===== src/rtl/block_fetch_sequencer_if.sv =====
// Request / BRAM / window bus of block_fetch_sequencer.
// master = sequencer side, slave = requester, BRAM and consumer side.
interface block_fetch_sequencer_if #(
  parameter int unsigned BLOCK_SIZE = 6,
  parameter int unsigned PIX_W      = 8,
  parameter int unsigned IMG_ROWS   = 320,
  parameter int unsigned ROW_WORDS  = 40
);
  localparam int unsigned ROW_W  = $clog2(IMG_ROWS);
  localparam int unsigned COL_W  = $clog2(ROW_WORDS);
  localparam int unsigned ADDR_W = $clog2(IMG_ROWS * ROW_WORDS);
  localparam int unsigned WORD_W = BLOCK_SIZE * PIX_W;
  localparam int unsigned WIN_W  = BLOCK_SIZE * WORD_W;

  logic              req_valid;
  logic              req_ready;
  logic [ROW_W-1:0]  req_row;
  logic [COL_W-1:0]  req_col;
  logic              req_err;
  logic [ADDR_W-1:0] mem_addr;
  logic              mem_en;
  logic [WORD_W-1:0] mem_dout;
  logic              win_valid;
  logic              win_ready;
  logic [WIN_W-1:0]  win_data;

  modport master (
    input  req_valid, req_row, req_col, mem_dout, win_ready,
    output req_ready, req_err, mem_addr, mem_en, win_valid, win_data
  );

  modport slave (
    output req_valid, req_row, req_col, mem_dout, win_ready,
    input  req_ready, req_err, mem_addr, mem_en, win_valid, win_data
  );
endinterface


===== src/rtl/block_fetch_sequencer.sv =====
// Fetches a BLOCK_SIZE-row x one-word window from a packed frame-buffer BRAM.
// Optional FETCH_ZERO_PAD_EN: rows past the image bottom read as zero instead of being rejected.
module block_fetch_sequencer #(
  parameter int unsigned BLOCK_SIZE = 6,
  parameter int unsigned PIX_W      = 8,
  parameter int unsigned IMG_ROWS   = 320,
  parameter int unsigned ROW_WORDS  = 40,
  parameter int unsigned RD_LAT     = 2
) (
  input  logic                      clk_100mhz,
  input  logic                      sys_rst_n,
  block_fetch_sequencer_if.master   bus,
  output logic                      busy
);
  localparam int unsigned ROW_W  = $clog2(IMG_ROWS);
  localparam int unsigned COL_W  = $clog2(ROW_WORDS);
  localparam int unsigned ADDR_W = $clog2(IMG_ROWS * ROW_WORDS);
  localparam int unsigned WORD_W = BLOCK_SIZE * PIX_W;
  localparam int unsigned WIN_W  = BLOCK_SIZE * WORD_W;
  localparam int unsigned CNT_W  = $clog2(BLOCK_SIZE + 1);

  typedef enum logic [1:0] {IDLE, ISSUE, DRAIN, HOLD} state_t;

  state_t state, state_nxt;

  logic [ROW_W-1:0]  row_q;
  logic [COL_W-1:0]  col_q;
  logic [CNT_W-1:0]  issue_cnt;
  logic [CNT_W-1:0]  cap_cnt;
  logic [RD_LAT-1:0] fl_vld;
  logic [RD_LAT-1:0] fl_pad;
  logic [WORD_W-1:0] slot [BLOCK_SIZE];
  logic              err_q;

  logic              col_ok, req_ok, row_pad, capture;
  logic              accept, reject, issue;
  logic              ready_c, win_valid_c, mem_en_c;
  logic [ADDR_W-1:0] mem_addr_c;
  logic [ROW_W:0]    cur_row;
  logic [ADDR_W-1:0] cur_addr;
  logic [WIN_W-1:0]  win_flat;

  assign col_ok   = {1'b0, bus.req_col} < (COL_W+1)'(ROW_WORDS);
  assign cur_row  = {1'b0, row_q} + (ROW_W+1)'(issue_cnt);
  assign cur_addr = ADDR_W'(cur_row) * ADDR_W'(ROW_WORDS) + ADDR_W'(col_q);

`ifdef FETCH_ZERO_PAD_EN
  assign req_ok  = col_ok;
  assign row_pad = cur_row >= (ROW_W+1)'(IMG_ROWS);
`else
  logic row_ok;
  assign row_ok  = ({1'b0, bus.req_row} + (ROW_W+1)'(BLOCK_SIZE)) <= (ROW_W+1)'(IMG_ROWS);
  assign req_ok  = col_ok && row_ok;
  assign row_pad = 1'b0;
`endif

  assign capture = fl_vld[RD_LAT-1] && (cap_cnt < CNT_W'(BLOCK_SIZE));

  always_ff @(posedge clk_100mhz) begin
    if (!sys_rst_n) state <= IDLE;
    else            state <= state_nxt;
  end

  always_comb begin
    state_nxt   = state;
    ready_c     = 1'b0;
    win_valid_c = 1'b0;
    mem_en_c    = 1'b0;
    mem_addr_c  = '0;
    busy        = 1'b1;
    accept      = 1'b0;
    reject      = 1'b0;
    issue       = 1'b0;
    case (state)
      IDLE: begin
        ready_c = 1'b1;
        busy    = 1'b0;
        if (bus.req_valid) begin
          if (req_ok) begin
            accept    = 1'b1;
            state_nxt = ISSUE;
          end else begin
            reject = 1'b1;
          end
        end
      end
      ISSUE: begin
        issue      = 1'b1;
        mem_en_c   = !row_pad;
        mem_addr_c = row_pad ? '0 : cur_addr;
        if (issue_cnt == CNT_W'(BLOCK_SIZE - 1)) state_nxt = DRAIN;
      end
      DRAIN: begin
        // Look one capture ahead so win_valid rises the cycle after the last word lands.
        if ((cap_cnt == CNT_W'(BLOCK_SIZE)) ||
            (capture && (cap_cnt == CNT_W'(BLOCK_SIZE - 1))))
          state_nxt = HOLD;
      end
      HOLD: begin
        win_valid_c = 1'b1;
        if (bus.win_ready) state_nxt = IDLE;
      end
      default: state_nxt = IDLE;
    endcase
  end

  always_ff @(posedge clk_100mhz) begin
    if (!sys_rst_n) begin
      row_q     <= '0;
      col_q     <= '0;
      issue_cnt <= '0;
      cap_cnt   <= '0;
      fl_vld    <= '0;
      fl_pad    <= '0;
      err_q     <= 1'b0;
      for (int unsigned i = 0; i < BLOCK_SIZE; i++) slot[i] <= '0;
    end else begin
      err_q <= reject;
      // Padded rows still travel through the in-flight pipe so slot order and latency match real reads.
      fl_vld[0] <= issue;
      fl_pad[0] <= issue && row_pad;
      for (int unsigned i = 1; i < RD_LAT; i++) begin
        fl_vld[i] <= fl_vld[i-1];
        fl_pad[i] <= fl_pad[i-1];
      end
      if (accept) begin
        row_q     <= bus.req_row;
        col_q     <= bus.req_col;
        issue_cnt <= '0;
        cap_cnt   <= '0;
      end else if (issue) begin
        issue_cnt <= issue_cnt + 1'b1;
      end
      if (capture) begin
        slot[cap_cnt] <= fl_pad[RD_LAT-1] ? '0 : bus.mem_dout;
        cap_cnt       <= cap_cnt + 1'b1;
      end
    end
  end

  always_comb begin
    win_flat = '0;
    for (int unsigned i = 0; i < BLOCK_SIZE; i++) win_flat[i*WORD_W +: WORD_W] = slot[i];
  end

  assign bus.req_ready = ready_c;
  assign bus.req_err   = err_q;
  assign bus.mem_en    = mem_en_c;
  assign bus.mem_addr  = mem_addr_c;
  assign bus.win_valid = win_valid_c;
  assign bus.win_data  = win_flat;
endmodule


===== src/flat_wrapper.sv =====
// flat-port wrapper written by rule: the top's interface ports become plain ports
module block_fetch_sequencer_flat 
#(
  parameter int unsigned BLOCK_SIZE = 6,
  parameter int unsigned PIX_W      = 8,
  parameter int unsigned IMG_ROWS   = 320,
  parameter int unsigned ROW_WORDS  = 40,
  parameter int unsigned RD_LAT     = 2
)
  (clk_100mhz, sys_rst_n, busy, bus_req_valid, bus_req_row, bus_req_col, bus_mem_dout, bus_win_ready, bus_req_ready, bus_req_err, bus_mem_addr, bus_mem_en, bus_win_valid, bus_win_data);
  block_fetch_sequencer_if #(.BLOCK_SIZE(BLOCK_SIZE), .PIX_W(PIX_W), .IMG_ROWS(IMG_ROWS), .ROW_WORDS(ROW_WORDS)) bus_i ();
  input  logic clk_100mhz;
  input  logic sys_rst_n;
  output logic busy;
  input wire logic [$bits(bus_i.req_valid)-1:0] bus_req_valid;
  input wire logic [$bits(bus_i.req_row)-1:0] bus_req_row;
  input wire logic [$bits(bus_i.req_col)-1:0] bus_req_col;
  input wire logic [$bits(bus_i.mem_dout)-1:0] bus_mem_dout;
  input wire logic [$bits(bus_i.win_ready)-1:0] bus_win_ready;
  output wire logic [$bits(bus_i.req_ready)-1:0] bus_req_ready;
  output wire logic [$bits(bus_i.req_err)-1:0] bus_req_err;
  output wire logic [$bits(bus_i.mem_addr)-1:0] bus_mem_addr;
  output wire logic [$bits(bus_i.mem_en)-1:0] bus_mem_en;
  output wire logic [$bits(bus_i.win_valid)-1:0] bus_win_valid;
  output wire logic [$bits(bus_i.win_data)-1:0] bus_win_data;
  assign bus_i.req_valid = bus_req_valid;
  assign bus_i.req_row = bus_req_row;
  assign bus_i.req_col = bus_req_col;
  assign bus_i.mem_dout = bus_mem_dout;
  assign bus_i.win_ready = bus_win_ready;
  assign bus_req_ready = bus_i.req_ready;
  assign bus_req_err = bus_i.req_err;
  assign bus_mem_addr = bus_i.mem_addr;
  assign bus_mem_en = bus_i.mem_en;
  assign bus_win_valid = bus_i.win_valid;
  assign bus_win_data = bus_i.win_data;
  block_fetch_sequencer #(.BLOCK_SIZE(BLOCK_SIZE), .PIX_W(PIX_W), .IMG_ROWS(IMG_ROWS), .ROW_WORDS(ROW_WORDS), .RD_LAT(RD_LAT)) u_core (.clk_100mhz(clk_100mhz), .sys_rst_n(sys_rst_n), .bus(bus_i), .busy(busy));
endmodule

===== config.mk =====
export PLATFORM = sky130hd
export DESIGN_NAME = block_fetch_sequencer_flat
export DESIGN_NICKNAME = d
export VERILOG_FILES = /design/src/rtl/block_fetch_sequencer_if.sv /design/src/rtl/block_fetch_sequencer.sv /design/src/flat_wrapper.sv
export SDC_FILE = /design/constraint.sdc
export NUM_CORES = 1
export LEC_CHECK = 0
export ABC_AREA = 1
export BUFFER_PORTS_ARGS = -buffer_cell sky130_fd_sc_hd__buf_2
export CORE_MARGIN = 3
export CORE_UTILIZATION = 40
export DETAILED_ROUTE_END_ITERATION = 16
export PLACE_DENSITY = 0.64
export SYNTH_ARGS = -nofsm -noshare
export SYNTH_HDL_FRONTEND = slang
export SYNTH_SLANG_ARGS = --single-unit

===== constraint.sdc =====
create_clock -name clk_100mhz -period 7.37 [get_ports clk_100mhz]
set_input_delay 1.474 -clock clk_100mhz [delete_from_list [all_inputs] [get_ports clk_100mhz]]
set_output_delay 1.474 -clock clk_100mhz [all_outputs]
set_load 0.01 [all_outputs]

==> results of run 1 <==
synth_stat cells (all sizes together):
cell type | count | share of area
a21boi | 1 | 0.00089
a21oi | 23 | 0.0091
a31oi | 1 | 0.00050
buf | 27 | 0.012
clkbuf | 12 | 0.0036
dfxtp | 26 | 0.041
edfxtp | 288 | 0.69
fa | 3 | 0.0048
ha | 29 | 0.029
inv | 149 | 0.044
nand2 | 99 | 0.030
nand3 | 25 | 0.0099
nand3b | 3 | 0.0018
nand4 | 14 | 0.0075
nor2 | 333 | 0.10
nor3 | 5 | 0.0020
o211ai | 1 | 0.00060
o21a | 1 | 0.00060
o21ai | 9 | 0.0036
or2 | 2 | 0.00099
xnor2 | 2 | 0.0014
xor2 | 11 | 0.0077
state kept, by name (all words and copies together), names as in the netlist:
signal              count
u_core.cap_cnt          3
u_core.col_q            6
u_core.bus.req_err      1
u_core.issue_cnt        3
u_core.row_q            9
u_core.state            2
u_core.fl_vld           2
u_core.slot           288
cell families after synthesis:
group                    count (synthesis)  share of synthesized area
buffers and inverters                  188                    0.06013
adder cells (fa/ha/maj)                 32                    0.03360
flip-flops                             314                     0.7284
XOR/XNOR                                13                   0.009045
AO/OA/AOI/OAI                           36                    0.01531
AND/OR/NAND/NOR                        481                     0.1536
area by class of cell:
type,count,area [µm²],area share
multi-input cells,562,2693,0.1690
well taps,396,495.5,0.03110
clock inverters,16,155.1,0.009737
flip-flops and latches,314,9169,0.5754
clock buffers,45,913.4,0.05732
inverters,149,559.3,0.03510
repair buffers,384,1949,0.1223
tightest hold or removal path, cell delays in order, from the launching register on:
cell and delay, ns:
sky130_fd_sc_hd__dfxtp_1 0.31, sky130_fd_sc_hd__nand2_1 0.05, sky130_fd_sc_hd__inv_1 0.04
worst max-delay path by stage:
stage	startpoint	end	slack, ns	cells past startpoint
after floorplan	sys_rst_n	u_core.slot[5][0]	1.47	5
after global placement	sys_rst_n	u_core.slot[4][11]	2.41	9
after detailed placement	sys_rst_n	u_core.slot[4][10]	2.29	9
after CTS	u_core.issue_cnt[0]	bus_mem_addr[13]	1.98	18
after global routing	u_core.issue_cnt[0]	bus_mem_addr[13]	1.55	19
final	u_core.issue_cnt[0]	bus_mem_addr[13]	2.04	18
stage by stage:
stage               instances  hold WS, ns  power (mW)  setup slack, ns    util
floorplan                1064       0.3905       2.505            1.467       -
global placement         1805       0.4061       2.755            2.412  0.4822
detailed placement       1805       0.4176       2.764            2.290  0.4822
CTS                      1866       0.4335       4.389            1.981  0.5168
global route             1866       0.4525       4.527            1.551  0.5168
finish                   1866       0.4257       4.347            2.036  0.5168
power by group:
| part | leakage [nW] | internal, mW | total [mW] | switching (mW) |
|---|---|---|---|---|
| Combinational | 3.31 | 0.191 | 0.582 | 0.391 |
| Sequential | 3.19 | 2.08 | 2.14 | 0.0591 |
| Clock | 0.519 | 0.951 | 1.63 | 0.675 |
| Total | 7.01 | 3.22 | 4.35 | 1.12 |
layer usage:
metal	vias to the layer above	wire (µm)
li1	4233	-
met1	4257	14040
met2	391	18180
met3	61	2545
met4	0	1041
met5	-	0
==> results.md, run 1 <==
* Library cells used by synthesis at 28
* Number of clock sinks at roughly 310
* Chain of cells forming the critical path: ha_1 -> fa_1 -> nand2_1 -> a21oi_1 -> xor2_1 -> ha_1 -> fa_1 -> inv_1 -> a21oi_1 -> nand2_1 -> nor2_1 -> nand2_1 -> nor2_1 -> nand2_1 -> nand2_1 -> nand2_1 -> nor2_1 -> buf_2
* Setup crit end kind: output port
* Most frequent cells in the layout: sky130_fd_sc_hd__buf_2 (373), sky130_fd_sc_hd__nor2_1 (322), sky130_fd_sc_hd__edfxtp_1 (288)
* Final setup TNS at 0 ns
* Kind of start point of the critical path: register
* Setup Fix Bufs, Post-CTS at 0
* Layout overhead on the synthesized area at 26.58%
* Avg Inst Size Synth at between 10 and 15 µm²
* Clock root cell: sky130_fd_sc_hd__clkbuf_16
* Crit Path Category: reg2out
* Maximum capacitance violations at 0
* Count of hold buffers inserted by post-cts repair at 0
* Die Y at roughly 180 µm
* Num CTS Buffers at 34
* Global routing usage on met1 at 0.2639
* Fmax at roughly 190 MHz
* Startpoint of the most critical hold path: u_core.fl_vld[0]
* Share of layout cells above drive strength 1 at 0.3129
* Placed Instance Area at around 15000 µm²
* Global routing met2 resource utilization at 0.3605
* Final Skew at approximately 0.017 ns
* Ratio of final minimum period to clock period at 0.7237
* Hold Path Class: reg2reg
* Synthesized instance count at 1064
* DPL Wire Length at between 20 and 30 mm
* Result of the run: complete, no violations
* Std cell rows at 64
* DRT Pass-1 Iters at 5
* Antenna-violating nets left at 0
* Mapped Nets at 1163
* Full die area at 33640 µm²
* Resized Gates After CTS at 0
* Longest individual stage delay on the worst path at ~0.57 ns
* Filler cell count in the final layout at about 2700
* Max_slew headroom at 0.1302
* H-tree depth at 2
* DRT Wirelength at approximately 36 mm
* Number of nets in the finished design at 1544
* Initial antenna violation count at 0
* Depth of the worst register-to-register path at 9
* Sequential cell area fraction in the yosys report at 0.7284
* Hold Crit Depth at 2
* IR Drop Worst-Case VDD at 0.1381 mV
* Most utilized layer in the global route result: met2
* Critical Path Most Common Cell: sky130_fd_sc_hd__nand2_1
* Reg-to-Reg End: u_core.slot[4][9]
* Slowest stage cell on the critical path: sky130_fd_sc_hd__fa_1
* Endpoint required time on the critical path at approximately 6 ns
* Hold Violations, Final at 0
* Seq cells post-synth at roughly 310
* Antenna Diode Count at 0
* Commonest non-fill, non-tap cell in the layout: sky130_fd_sc_hd__buf_2
* Overall die width at 183.4 µm
* Vias in the first global route at about 8700
* Std-Cell Core Area at just over 30000 µm²
* Maximum fanout along the worst path at 4
* Pin count of the biggest net entering global routing at 50
* Final Max Slew Viols at 0
* Origin of the critical flop-to-flop path: u_core.cap_cnt[1]
* Critical path's top delay family: adder cells
* Cell area after synthesis at about 13000 µm²
* Placer congestion estimate at roughly 0.85
* Effective utilization at floorplan at 0.4083
* Ratio of total power to cell area at 272.8 nW/µm²
* Final number of setup-violating endpoints at 0
* Overall Global Routing Usage at 0.2067
* Remaining global-route overflow at 0
* Count of yosys warnings during synthesis at 0
* Wire length of the first global-routing pass at 52.81 mm
* Via count of the routed design at 8942
* IO Pins at 374
* Leakage at roughly 7.0 nW
* Met3 Track Usage GR at 0.03431
* Final routed DRC violation total at 0
* Hold-critical path endpoint: u_core.fl_vld[1]
* Slack of the worst reg-to-reg path at 4.13 ns
* Count of routing violations after the opening detailed-route iteration at 610
* Setup repair after global routing missed its margin: no
* TritonCTS clock tree: built
* Buffer levels on the longest clock path at 3
* Number of port buffers at ~370
* Critical path buffer and inverter count at 2
* Data arrival time of the critical path at 3.86 ns
* Insertion delay of the later-clocked pin in the worst-skew pair at 0.51 ns
* Number of vias per cell at 4.792
* Slew at the pin closest to its max-slew limit at 1.305 ns
* Cell area after layout at 15930 µm²
* Min Clock Period, post-route at between 5 and 6 ns
* Final routed wire length divided by cell count at 19.19 µm
* Clock slew at reported path FFs at 0.06 ns
No activity file was read; power rests on OpenSTA's default activity.
==> run 2: changes to the inputs <==
--- a/config.mk
+++ b/config.mk
@@ -10,7 +10,7 @@
 export CORE_MARGIN = 3
 export CORE_UTILIZATION = 40
 export DETAILED_ROUTE_END_ITERATION = 16
-export PLACE_DENSITY = 0.64
+export PLACE_DENSITY = 0.67
 export SYNTH_ARGS = -nofsm -noshare
 export SYNTH_HDL_FRONTEND = slang
 export SYNTH_SLANG_ARGS = --single-unit
==> constraint.sdc (replaced) <==
create_clock -name clk_100mhz -period 4.6 [get_ports clk_100mhz]
set_input_delay 0.92 -clock clk_100mhz [delete_from_list [all_inputs] [get_ports clk_100mhz]]
set_output_delay 0.92 -clock clk_100mhz [all_outputs]
set_load 0.01 [all_outputs]
==> results.md, run 2 (synthesis gave the netlist of run 1 again) <==
* Initial antenna violation count at 1
* Max_slew headroom at 0.4896
* H-tree depth at 2
* Flip-flop count of the largest register, all copies and words added at between 200 and 300
* Std cell rows at 64
* Count of hold buffers inserted by post-cts repair at 0
* TritonCTS clock tree: built
* Via count of the routed design at ~9200
* Number of port buffers at between 300 and 400
* Final Max Slew Viols at 0
* Inst Count DP at between 1500 and 2000
* Final Skew at around 0.027 ns
* Placer congestion estimate at a little over 0.8
* Pin count of the biggest net entering global routing at 49
* Fmax at ~220 MHz
* Final number of setup-violating endpoints at 0
* Hold Violations, Final at 0
* Ratio of final minimum period to clock period at 0.9854
* Buffer levels on the longest clock path at 3
* Top flop regs: u_core.slot x288, u_core.row_q x9, u_core.col_q x6
* IR Drop Worst-Case VDD at 0.2627 mV
* Setup repair after global routing missed its margin: yes
* Final routed DRC violation total at 0
* Number of nets in the finished design at ~1600
* Number of vias per cell at approximately 5
* Result of the run: complete, no violations
* IO Pins at about 370
* Cell area after layout at 16470 µm²
* Insertion delay of the later-clocked pin in the worst-skew pair at approximately 0.51 ns
* Num CTS Buffers at 36
* DRT Pass-1 Iters at 5
* Data arrival time of the critical path at ~3.6 ns
* Endpoint required time on the critical path at about 3.7 ns
* Leakage at roughly 7.2 nW
* Commonest non-fill, non-tap cell in the layout: sky130_fd_sc_hd__buf_2
* Effective utilization at floorplan at 0.4083
* Overall Global Routing Usage at 0.2029
* Kind of start point of the critical path: register
* Maximum fanout along the worst path at 4
* Filler cell count in the final layout at around 2600
* Non-Filler Instances at approximately 1900
* Wire length of the first global-routing pass at roughly 52 mm
* Most flop-heavy register: u_core.slot
* Total Power Consumption at a little over 7 mW
* Share of layout cells above drive strength 1 at 0.3533
* Clock root cell: sky130_fd_sc_hd__clkbuf_16
* Crit Path Category: reg2out
* Full die area at between 30000 and 40000 µm²
* Most frequent cells in the layout: sky130_fd_sc_hd__buf_2 (373), sky130_fd_sc_hd__nor2_1 (322), sky130_fd_sc_hd__edfxtp_1 (288)
* Die Y at 183.4 µm
* Hold Path Class: reg2reg
* Clock slew at reported path FFs at 0.06 ns
* Count of routing violations after the opening detailed-route iteration at around 650
* Remaining global-route overflow at 0
* Ratio of total power to cell area at 441.9 nW/µm²
* Overall die width at around 180 µm
* Slew at the pin closest to its max-slew limit at roughly 0.77 ns
* Layout overhead on the synthesized area at 30.81%
* DPL Wire Length at roughly 24 mm
* Maximum capacitance violations at 0
* Vias in the first global route at approximately 9000
* Setup crit end kind: output port
* Std-Cell Core Area at between 30000 and 40000 µm²
* Final routed wire length divided by cell count at between 15 and 20 µm
* Antenna-violating nets left at 0
* Number of clock sinks at about 310
* Placed Instance Area at around 15000 µm²
* DRT Wirelength at around 36 mm
* Min Clock Period, post-route at 4.533 ns
run 2: changes by cell type in the layout (fill, tap and decap cells not counted), sizes merged:
cell and delta:
buf +15, clkbuf -4, bufinv +2, clkinv +2
diode +1, inv +1
run 2: layout make-up:
class | count | area [µm²] | area share
tap | 396 | 495.5 | 0.03009
timing repair buffer | 399 | 2087 | 0.1267
antenna | 1 | 2.502 | 0.0001520
clock inverter | 21 | 220.2 | 0.01337
inverter | 149 | 559.3 | 0.03396
sequential | 314 | 9180 | 0.5575
clock buffer | 41 | 929.6 | 0.05645
multi-input combinational | 562 | 2993 | 0.1817
run 2: per-layer routing:
metal  wire length (µm)  up-vias  global-route usage
met2              18050      456              0.3538
met4               1556        0             0.09263
li1                   -     4257                   -
met5                  0        -                   0
met1              13930     4383              0.2464
met3               2649       86             0.03610
run 2: through the flow:
| stage | hold slack, ns | util | worst slack (ns) | setup TNS [ns] |
|---|---|---|---|---|
| global placement | 0.3953 | 0.4844 | 0.3378 | 0 |
| detailed placement | 0.4021 | 0.4844 | 0.3002 | 0 |
| floorplan | 0.3905 | - | 0.6416 | 0 |
| finish | 0.4136 | 0.5341 | 0.06708 | 0 |
| CTS | 0.4157 | 0.5257 | 0.01206 | 0 |
| global route | 0.4327 | 0.5341 | -0.1705 | -0.3223 |
run 2: worst paths after layout:
kind	startpoint	end	slack, ns	depth (start not counted)
worst max-delay path	u_core.row_q[2]	bus_mem_addr[13]	0.07	20
worst min register to register	u_core.fl_vld[0]	u_core.fl_vld[1]	0.41	2
worst max register to register	u_core.cap_cnt[1]	u_core.slot[4][1]	1.86	9
worst min-delay path	u_core.fl_vld[0]	u_core.fl_vld[1]	0.41	2
run 2: where the power goes:
group / switching (mW) / total [mW] / internal [mW]
registers: 0.0837 / 3.42 / 3.33
logic: 0.681 / 1.06 / 0.380
clock network: 1.12 / 2.80 / 1.68
total: 1.88 / 7.28 / 5.39
run 2: repair_timing:
item | 4_1_cts | 5_1_grt
pin swaps | 4 | 32
setup endpoints to repair | 4 | 4
gates resized for setup | 15 | 40
endpoints found under the hold margin | 0 | 0
setup buffers | 3 | 7
run 2: critical path, stage by stage (launching register included):
cell and delay (ns):
sky130_fd_sc_hd__dfxtp_1 0.34, sky130_fd_sc_hd__ha_4 0.32, sky130_fd_sc_hd__nand3_2 0.12, sky130_fd_sc_hd__nand3_4 0.09
sky130_fd_sc_hd__nand2_1 0.10, sky130_fd_sc_hd__nor2_1 0.15, sky130_fd_sc_hd__xor2_1 0.25, sky130_fd_sc_hd__buf_4 0.16
sky130_fd_sc_hd__buf_4 0.11, sky130_fd_sc_hd__xor2_2 0.19, sky130_fd_sc_hd__ha_4 0.25, sky130_fd_sc_hd__a21oi_2 0.23
sky130_fd_sc_hd__nand3_2 0.11, sky130_fd_sc_hd__nand2_2 0.09, sky130_fd_sc_hd__nand2_2 0.07, sky130_fd_sc_hd__nor2_1 0.11
sky130_fd_sc_hd__nand2_1 0.07, sky130_fd_sc_hd__nand2_1 0.06, sky130_fd_sc_hd__nand2_1 0.04, sky130_fd_sc_hd__nor2_1 0.12
sky130_fd_sc_hd__buf_2 0.14
